[config.mk]
export PLATFORM = sky130hd
export DESIGN_NAME = shadow_capture_ring
export DESIGN_NICKNAME = d
export VERILOG_FILES = /design/src/rtl/shadow_capture_ring.sv
export SDC_FILE = /design/constraint.sdc
export NUM_CORES = 1
export LEC_CHECK = 0
export CORE_UTILIZATION = 50
export DETAILED_ROUTE_END_ITERATION = 10
export MAX_ROUTING_LAYER = met4
export PLACE_DENSITY = 0.7
export SYNTH_ARGS = -nofsm -noshare
export SYNTH_HDL_FRONTEND = slang
export SYNTH_SLANG_ARGS = --single-unit
[constraint.sdc]
create_clock -name sh_clk -period 2.8 [get_ports sh_clk]
set_input_delay 0.56 -clock sh_clk [delete_from_list [all_inputs] [get_ports sh_clk]]
set_output_delay 0.56 -clock sh_clk [all_outputs]
set_load 0.05 [all_outputs]
[src/rtl/shadow_capture_ring.sv]
`default_nettype none
// ============================================================================
// Module   : shadow_capture_ring
// Brief    : DEPTH-entry snapshot ring, dumped oldest-first over CHAINS_OUT
//            serial chains. Optional macro SHADOW_CAPTURE_PARITY_EN appends an
//            even-parity bit to every chain slice.
// Revision : 1.0 - initial release
// ============================================================================
module shadow_capture_ring #(
  parameter int DFF_BITS   = 38,
  parameter int DEPTH      = 4,
  parameter int CHAINS_OUT = 1
) (
  input  logic                    sh_clk,
  input  logic                    sh_rst,
  input  logic                    capture_en,
  input  logic [DFF_BITS-1:0]     din,
  input  logic                    dump_en,
  output logic [CHAINS_OUT-1:0]   chains_out,
  output logic                    chains_out_vld,
  output logic                    chains_out_done,
  output logic                    busy,
  output logic [$clog2(DEPTH):0]  fill
);

  localparam int AW    = $clog2(DEPTH);
  localparam int BPC   = (DFF_BITS + CHAINS_OUT - 1) / CHAINS_OUT;
  localparam int PAD_W = BPC * CHAINS_OUT;
`ifdef SHADOW_CAPTURE_PARITY_EN
  localparam int SHIFT_LEN = BPC + 1;
  localparam int ENTRY_W   = DFF_BITS + CHAINS_OUT;
`else
  localparam int SHIFT_LEN = BPC;
  localparam int ENTRY_W   = DFF_BITS;
`endif
  localparam int CW = $clog2(SHIFT_LEN + 1);

  localparam logic [1:0] S_IDLE = 2'd0;
  localparam logic [1:0] S_DUMP = 2'd1;
  localparam logic [1:0] S_DONE = 2'd2;

  logic [1:0]            r_state;
  logic [AW-1:0]         r_wr_ptr;
  logic [AW-1:0]         r_rd_ptr;
  logic [CW-1:0]         r_bit_cnt;
  logic [ENTRY_W-1:0]    r_mem [DEPTH];

  logic                  w_cap;
  logic [AW-1:0]         w_wr_next;
  logic [AW:0]           w_fill_next;
  logic [ENTRY_W-1:0]    w_entry_in;
  logic [ENTRY_W-1:0]    w_rd_entry;
  logic [PAD_W-1:0]      w_rd_pad;
  logic [CHAINS_OUT-1:0] w_bits;
`ifdef SHADOW_CAPTURE_PARITY_EN
  logic [PAD_W-1:0]      w_din_pad;
`endif

  // busy lags the state by one edge, so it also blocks the capture on the
  // first IDLE edge after DONE.
  assign w_cap       = (r_state == S_IDLE) && !busy && capture_en;
  assign w_wr_next   = w_cap ? r_wr_ptr + AW'(1) : r_wr_ptr;
  assign w_fill_next = (w_cap && fill != (AW+1)'(DEPTH)) ? fill + (AW+1)'(1) : fill;
  assign w_rd_entry  = r_mem[r_rd_ptr];

  always_comb begin
    w_entry_in = '0;
    w_entry_in[DFF_BITS-1:0] = din;
`ifdef SHADOW_CAPTURE_PARITY_EN
    w_din_pad = '0;
    w_din_pad[DFF_BITS-1:0] = din;
    for (int c = 0; c < CHAINS_OUT; c++)
      w_entry_in[DFF_BITS + c] = ^w_din_pad[c*BPC +: BPC];
`endif
  end

  // Zero-padded view of the entry being shifted; pad bits only reach the last chain.
  always_comb begin
    w_rd_pad = '0;
    w_rd_pad[DFF_BITS-1:0] = w_rd_entry[DFF_BITS-1:0];
    w_bits = '0;
    for (int c = 0; c < CHAINS_OUT; c++) begin
      for (int b = 0; b < BPC; b++)
        if (r_bit_cnt == CW'(b)) w_bits[c] = w_rd_pad[c*BPC + b];
`ifdef SHADOW_CAPTURE_PARITY_EN
      if (r_bit_cnt == CW'(BPC)) w_bits[c] = w_rd_entry[DFF_BITS + c];
`endif
    end
  end

  always_ff @(posedge sh_clk) begin
    if (w_cap) r_mem[r_wr_ptr] <= w_entry_in;
  end

  always_ff @(posedge sh_clk) begin
    if (sh_rst) begin
      r_state         <= S_IDLE;
      r_wr_ptr        <= '0;
      r_rd_ptr        <= '0;
      r_bit_cnt       <= '0;
      fill            <= '0;
      chains_out      <= '0;
      chains_out_vld  <= 1'b0;
      chains_out_done <= 1'b0;
      busy            <= 1'b0;
    end else begin
      busy            <= (r_state != S_IDLE);
      chains_out_vld  <= 1'b0;
      chains_out_done <= 1'b0;
      case (r_state)
        S_IDLE: begin
          r_wr_ptr <= w_wr_next;
          fill     <= w_fill_next;
          if (dump_en) begin
            r_bit_cnt <= '0;
            r_rd_ptr  <= w_wr_next - w_fill_next[AW-1:0];
            r_state   <= (w_fill_next != '0) ? S_DUMP : S_DONE;
          end
        end
        S_DUMP: begin
          if (dump_en) begin
            chains_out     <= w_bits;
            chains_out_vld <= 1'b1;
            if (r_bit_cnt == CW'(SHIFT_LEN - 1)) begin
              r_bit_cnt <= '0;
              // The newest entry always sits just behind the write pointer.
              if (r_rd_ptr == r_wr_ptr - AW'(1)) r_state <= S_DONE;
              else                               r_rd_ptr <= r_rd_ptr + AW'(1);
            end else begin
              r_bit_cnt <= r_bit_cnt + CW'(1);
            end
          end
        end
        S_DONE: begin
          chains_out_done <= 1'b1;
          fill            <= '0;
          r_state         <= S_IDLE;
        end
        default: r_state <= S_IDLE;
      endcase
    end
  end

endmodule
`default_nettype wire

==> run_results.csv <==
group,metric,value,unit
synthesis,synth_cell_type_count,57,
worst_setup_path,crit-reg2reg-capture,"chains_out$_SDFFE_PP0P_",
synthesis,number_of_synthesized_flops_with_an_enable_pin,152,
timing,worst_pin_slew,0.5944,ns
detailed_routing,num_vias,4061,
floorplan,fp-row-count,43,
worst_setup_path,cp_slowest_cell,"sky130_fd_sc_hd__dfxtp_2",
floorplan,die_height,122.9,microns
cts,cts_root_buffer,"sky130_fd_sc_hd__clkbuf_16",
worst_setup_path,slack_of_the_worst_reg_to_reg_path,0.39,ns
synthesis,muxShareOfSynthArea,12.36,%
placement,dp_hpwl,8858,microns
placement,port_buffers,48,
detailed_routing,wl_per_cell,19.52,microns
run,max_cap_viol_count,0,
worst_setup_path,worstPathRequired,3.10,ns
timing,report.final.hold_viol_count,0,
synthesis,post_synth_inst_count,445,
synthesis,synthArstFlopShare,0,%
synthesis,main_flop_type_after_synthesis,"sky130_fd_sc_hd__edfxtp_1",
worst_setup_path,r2r.worst_path.cells,8,
layout,final_net_count,560,
cts,post-cts-setup-buffers,0,
grt,grt_max_degree,39,
cts,ctsLongestPathBuffers,2,
synthesis,synthesis.area,7307,sq um
timing,setup_violations,0,
cts,ctsResizeCount,0,
cts,cts_hold_buffers,0,
layout,antenna_cells,0,
synthesis,avgSynthCellArea,16.42,sq um
floorplan,design.core.area,14040,sq um
cts,ctsHtreeMaxLevel,4,
layout,most-common-layout-cells,"sky130_fd_sc_hd__edfxtp_1, sky130_fd_sc_hd__clkdlybuf4s50_1, sky130_fd_sc_hd__nor2_1",
timing,holdWs,0.5243,ns
synthesis,synth_xor_xnor_area_share,1.318,%
worst_setup_path,worstPathBufferInverterCount,1,
synthesis,largest_family_of_logic_cells_by_synthesized_area,"multiplexers",
floorplan,die_w,122.9,microns
synthesis,synth_compound_area_share,5.599,%
synthesis,seq_area_frac_synth,68.22,%
cts,clk_pin_slew,0.06,ns
synthesis,syn-num-nets,498,
layout,final_cells,700,
power_and_ir_drop,power-per-cell-area,926.4,nW/um^2
grt,wire_length_of_the_first_global_routing_pass,21380,microns
worst_hold_path,worstHoldPathCells,2,
worst_setup_path,arrival,2.71,ns
timing,slew_headroom,60.25,%
detailed_routing,via_per_inst,5.801,
synthesis,synth_simple_gate_area_share,8.014,%
layout,layout_commonest_cell,"sky130_fd_sc_hd__edfxtp_1",
timing,final_min_period_over_clock_period,85.91,%
layout,syn2layout_area_growth,17.72,%
power_and_ir_drop,cellLeakagePower,2.806,nW
worst_setup_path,critical_path_peak_fanout,19,
synthesis,yosys_register_bits,173,
layout,fill_cells,1023,
status,outcome,"complete, no violations",
grt,gr-total-overflow,0,
worst_setup_path,worst_path_largest_cell_delay,0.67,ns
synthesis,synth.largest_area_cell,"sky130_fd_sc_hd__edfxtp_1",
worst_setup_path,critical_path.top_delay_family,"compound AO/OA/AOI/OAI gates",
worst_setup_path,critPathCaptureType,"flop",
power_and_ir_drop,vdd.ir_drop.worst,0.6261,mV
grt,antenna_violations_before_repair,0,
worst_hold_path,holdCritStartpoint,"r_rd_ptr[1]$_SDFFE_PP0P_",
grt,grt_use_total,20.85,%
synthesis,synthAdderAreaFrac,1.884,%
worst_hold_path,timing.hold.worst.class,"flop to flop",
cts,clkSinkCount,173,
synthesis,synth_top_cells_by_area,"sky130_fd_sc_hd__edfxtp_1, sky130_fd_sc_hd__mux4_2, sky130_fd_sc_hd__dfxtp_1, sky130_fd_sc_hd__mux4_1, sky130_fd_sc_hd__ha_1",
cts,cts_buf_count,17,
cts,tritoncts,"yes",
timing,clock-skew-final,0.009490,ns
detailed_routing,drt-initial-drc-count,246,
floorplan,start_util,52.04,%
synthesis,synth_warnings,0,
detailed_routing,ant_nets,0,
timing,fmax,415.7,MHz
timing,finalMaxSlewViolations,0,
timing,min_period,2.405,ns
detailed_routing,drc_errors,0,
timing,fin_setup_tns,0,ns
floorplan,design.die.area,15100,sq um
placement,globalplace.congestion,0.9078,
layout,layout-drive-gt1-share,16.92,%
detailed_routing,detailedRoute.firstPassIterationCount,4,
timing,grt_setup_unrepaired,"no",
detailed_routing,route.final.wire_length,13660,microns
worst_setup_path,crit_path_cell_trace,"buf_4 -> mux4_1 -> o211ai_1 -> nor2_1 -> a2111oi_2 -> nor4_1 -> o21ai_0 -> a31oi_1",
synthesis,synth_top_area_share,62.47,%
cts,clock_insertion_delay_worst_skew,0.43,ns
grt,number_of_global_route_vias_before_repair,3996,
worst_setup_path,startpoint_type,"flop",
worst_setup_path,critPathKind,"flop to flop",
placement,placed_cells,668,
floorplan,ioPinCount,49,
[report_power, final]
group          internal (mW)  switching, mW
registers               3.28          0.208
clock network           1.23          0.944
logic                   1.10           1.22
[kinds of logic after synthesis]
logic type | after synthesis
AOI/OAI and AO/OA | 60
adders and majority gates | 11
xor gates and xnor gates | 11
buffers and inverters | 33
and+or+nand+nor | 113
muxes | 44
DFF | 173
[area by class of cell]
| cell class | count | area, sq um | share of cell area, % |
|---|---|---|---|
| Clock buffer | 19 | 432.9 | 5.033 |
| Clock inverter | 13 | 116.4 | 1.353 |
| Tap cell | 180 | 225.2 | 2.618 |
| Multi-Input combinational cell | 239 | 2137 | 24.84 |
| Inverter | 10 | 37.54 | 0.4364 |
| Timing Repair Buffer | 66 | 665.6 | 7.738 |
| Sequential cell | 173 | 4987 | 57.98 |
[worst max-delay path by stage]
stage                                from                 endpoint  cells after the start  slack (ns)
after floorplan           busy$_SDFF_PP0_    r_mem[1][0]$_DFFE_PP_                      3        0.48
final                                flop  chains_out$_SDFFE_PP0P_                      8        0.39
after CTS                            flop  chains_out$_SDFFE_PP0P_                      8        0.42
after global routing                 flop  chains_out$_SDFFE_PP0P_                      8        0.25
after detailed placement       capture_en                     flop                     10        0.25
after global placement         capture_en                     flop                     10        0.27
[metal layers]
layer	vias up	global-route usage (%)	share of wire (%)	wire length (microns)
li1	1873	-	-	-
met5	-	-	0	0
met2	111	30.65	48	6493
met1	2049	26.74	45	6194
met3	28	6.596	5.0	678
met4	0	9.146	2.2	295
[metrics by stage]
| step | instance area [sq um] | setup slack [ns] | util, % | power, mW |
|---|---|---|---|---|
| after global routing | 8602 | 0.2483 | 61.26 | 8.365 |
| after CTS | 8602 | 0.4176 | 61.26 | 8.048 |
| after floorplan | 7307 | 0.4804 | - | 5.171 |
| after global placement | 8053 | 0.2661 | 57.35 | 5.831 |
| after detailed placement | 8053 | 0.2485 | 57.35 | 5.872 |
| final | 8602 | 0.3946 | 61.26 | 7.969 |
[synthesized netlist by cell type, types with 2 or more instances]
cell	count
sky130_fd_sc_hd__a21oi_1	19
sky130_fd_sc_hd__nand3b_1	2
sky130_fd_sc_hd__mux2i_1	6
sky130_fd_sc_hd__a211oi_1	2
sky130_fd_sc_hd__nor2_1	31
sky130_fd_sc_hd__o21ai_1	2
sky130_fd_sc_hd__a221oi_1	3
sky130_fd_sc_hd__and2_1	6
sky130_fd_sc_hd__nand3_1	11
sky130_fd_sc_hd__o22ai_1	4
sky130_fd_sc_hd__nand2_1	24
sky130_fd_sc_hd__nor4_1	3
sky130_fd_sc_hd__mux4_1	11
sky130_fd_sc_hd__xnor2_1	7
sky130_fd_sc_hd__o211ai_1	2
sky130_fd_sc_hd__or3_1	2
sky130_fd_sc_hd__nor3_1	5
sky130_fd_sc_hd__o21ai_0	13
sky130_fd_sc_hd__buf_4	4
sky130_fd_sc_hd__clkbuf_1	7
sky130_fd_sc_hd__buf_2	7
sky130_fd_sc_hd__nor3b_1	2
sky130_fd_sc_hd__xor2_1	4
sky130_fd_sc_hd__ha_1	11
sky130_fd_sc_hd__a22oi_1	2
sky130_fd_sc_hd__mux2_2	4
sky130_fd_sc_hd__and3_1	4
sky130_fd_sc_hd__mux4_2	22
sky130_fd_sc_hd__inv_1	9
sky130_fd_sc_hd__nand4_1	2
sky130_fd_sc_hd__buf_6	3
sky130_fd_sc_hd__nand2b_1	4
sky130_fd_sc_hd__edfxtp_1	152
sky130_fd_sc_hd__dfxtp_1	21
sky130_fd_sc_hd__nor2b_1	12
[registers in the layout, summed over array words and instances (netlist names), named ones only]
signal,cells
r_mem,152
r_bit_cnt,6
fill,3
r_rd_ptr,2
r_state,2
r_wr_ptr,2
busy,1
chains_out,1
chains_out_done,1
chains_out_vld,1
[worst reg2reg max path, cell delays in order (launching register included)]
cell                        delay (ns)
sky130_fd_sc_hd__dfxtp_2          0.67
sky130_fd_sc_hd__buf_4            0.30
sky130_fd_sc_hd__mux4_1           0.33
sky130_fd_sc_hd__o211ai_1         0.21
sky130_fd_sc_hd__nor2_1           0.08
sky130_fd_sc_hd__a2111oi_2        0.20
sky130_fd_sc_hd__nor4_1           0.11
sky130_fd_sc_hd__o21ai_0          0.26
sky130_fd_sc_hd__a31oi_1          0.12
No activity file was read; power rests on OpenSTA's default activity.
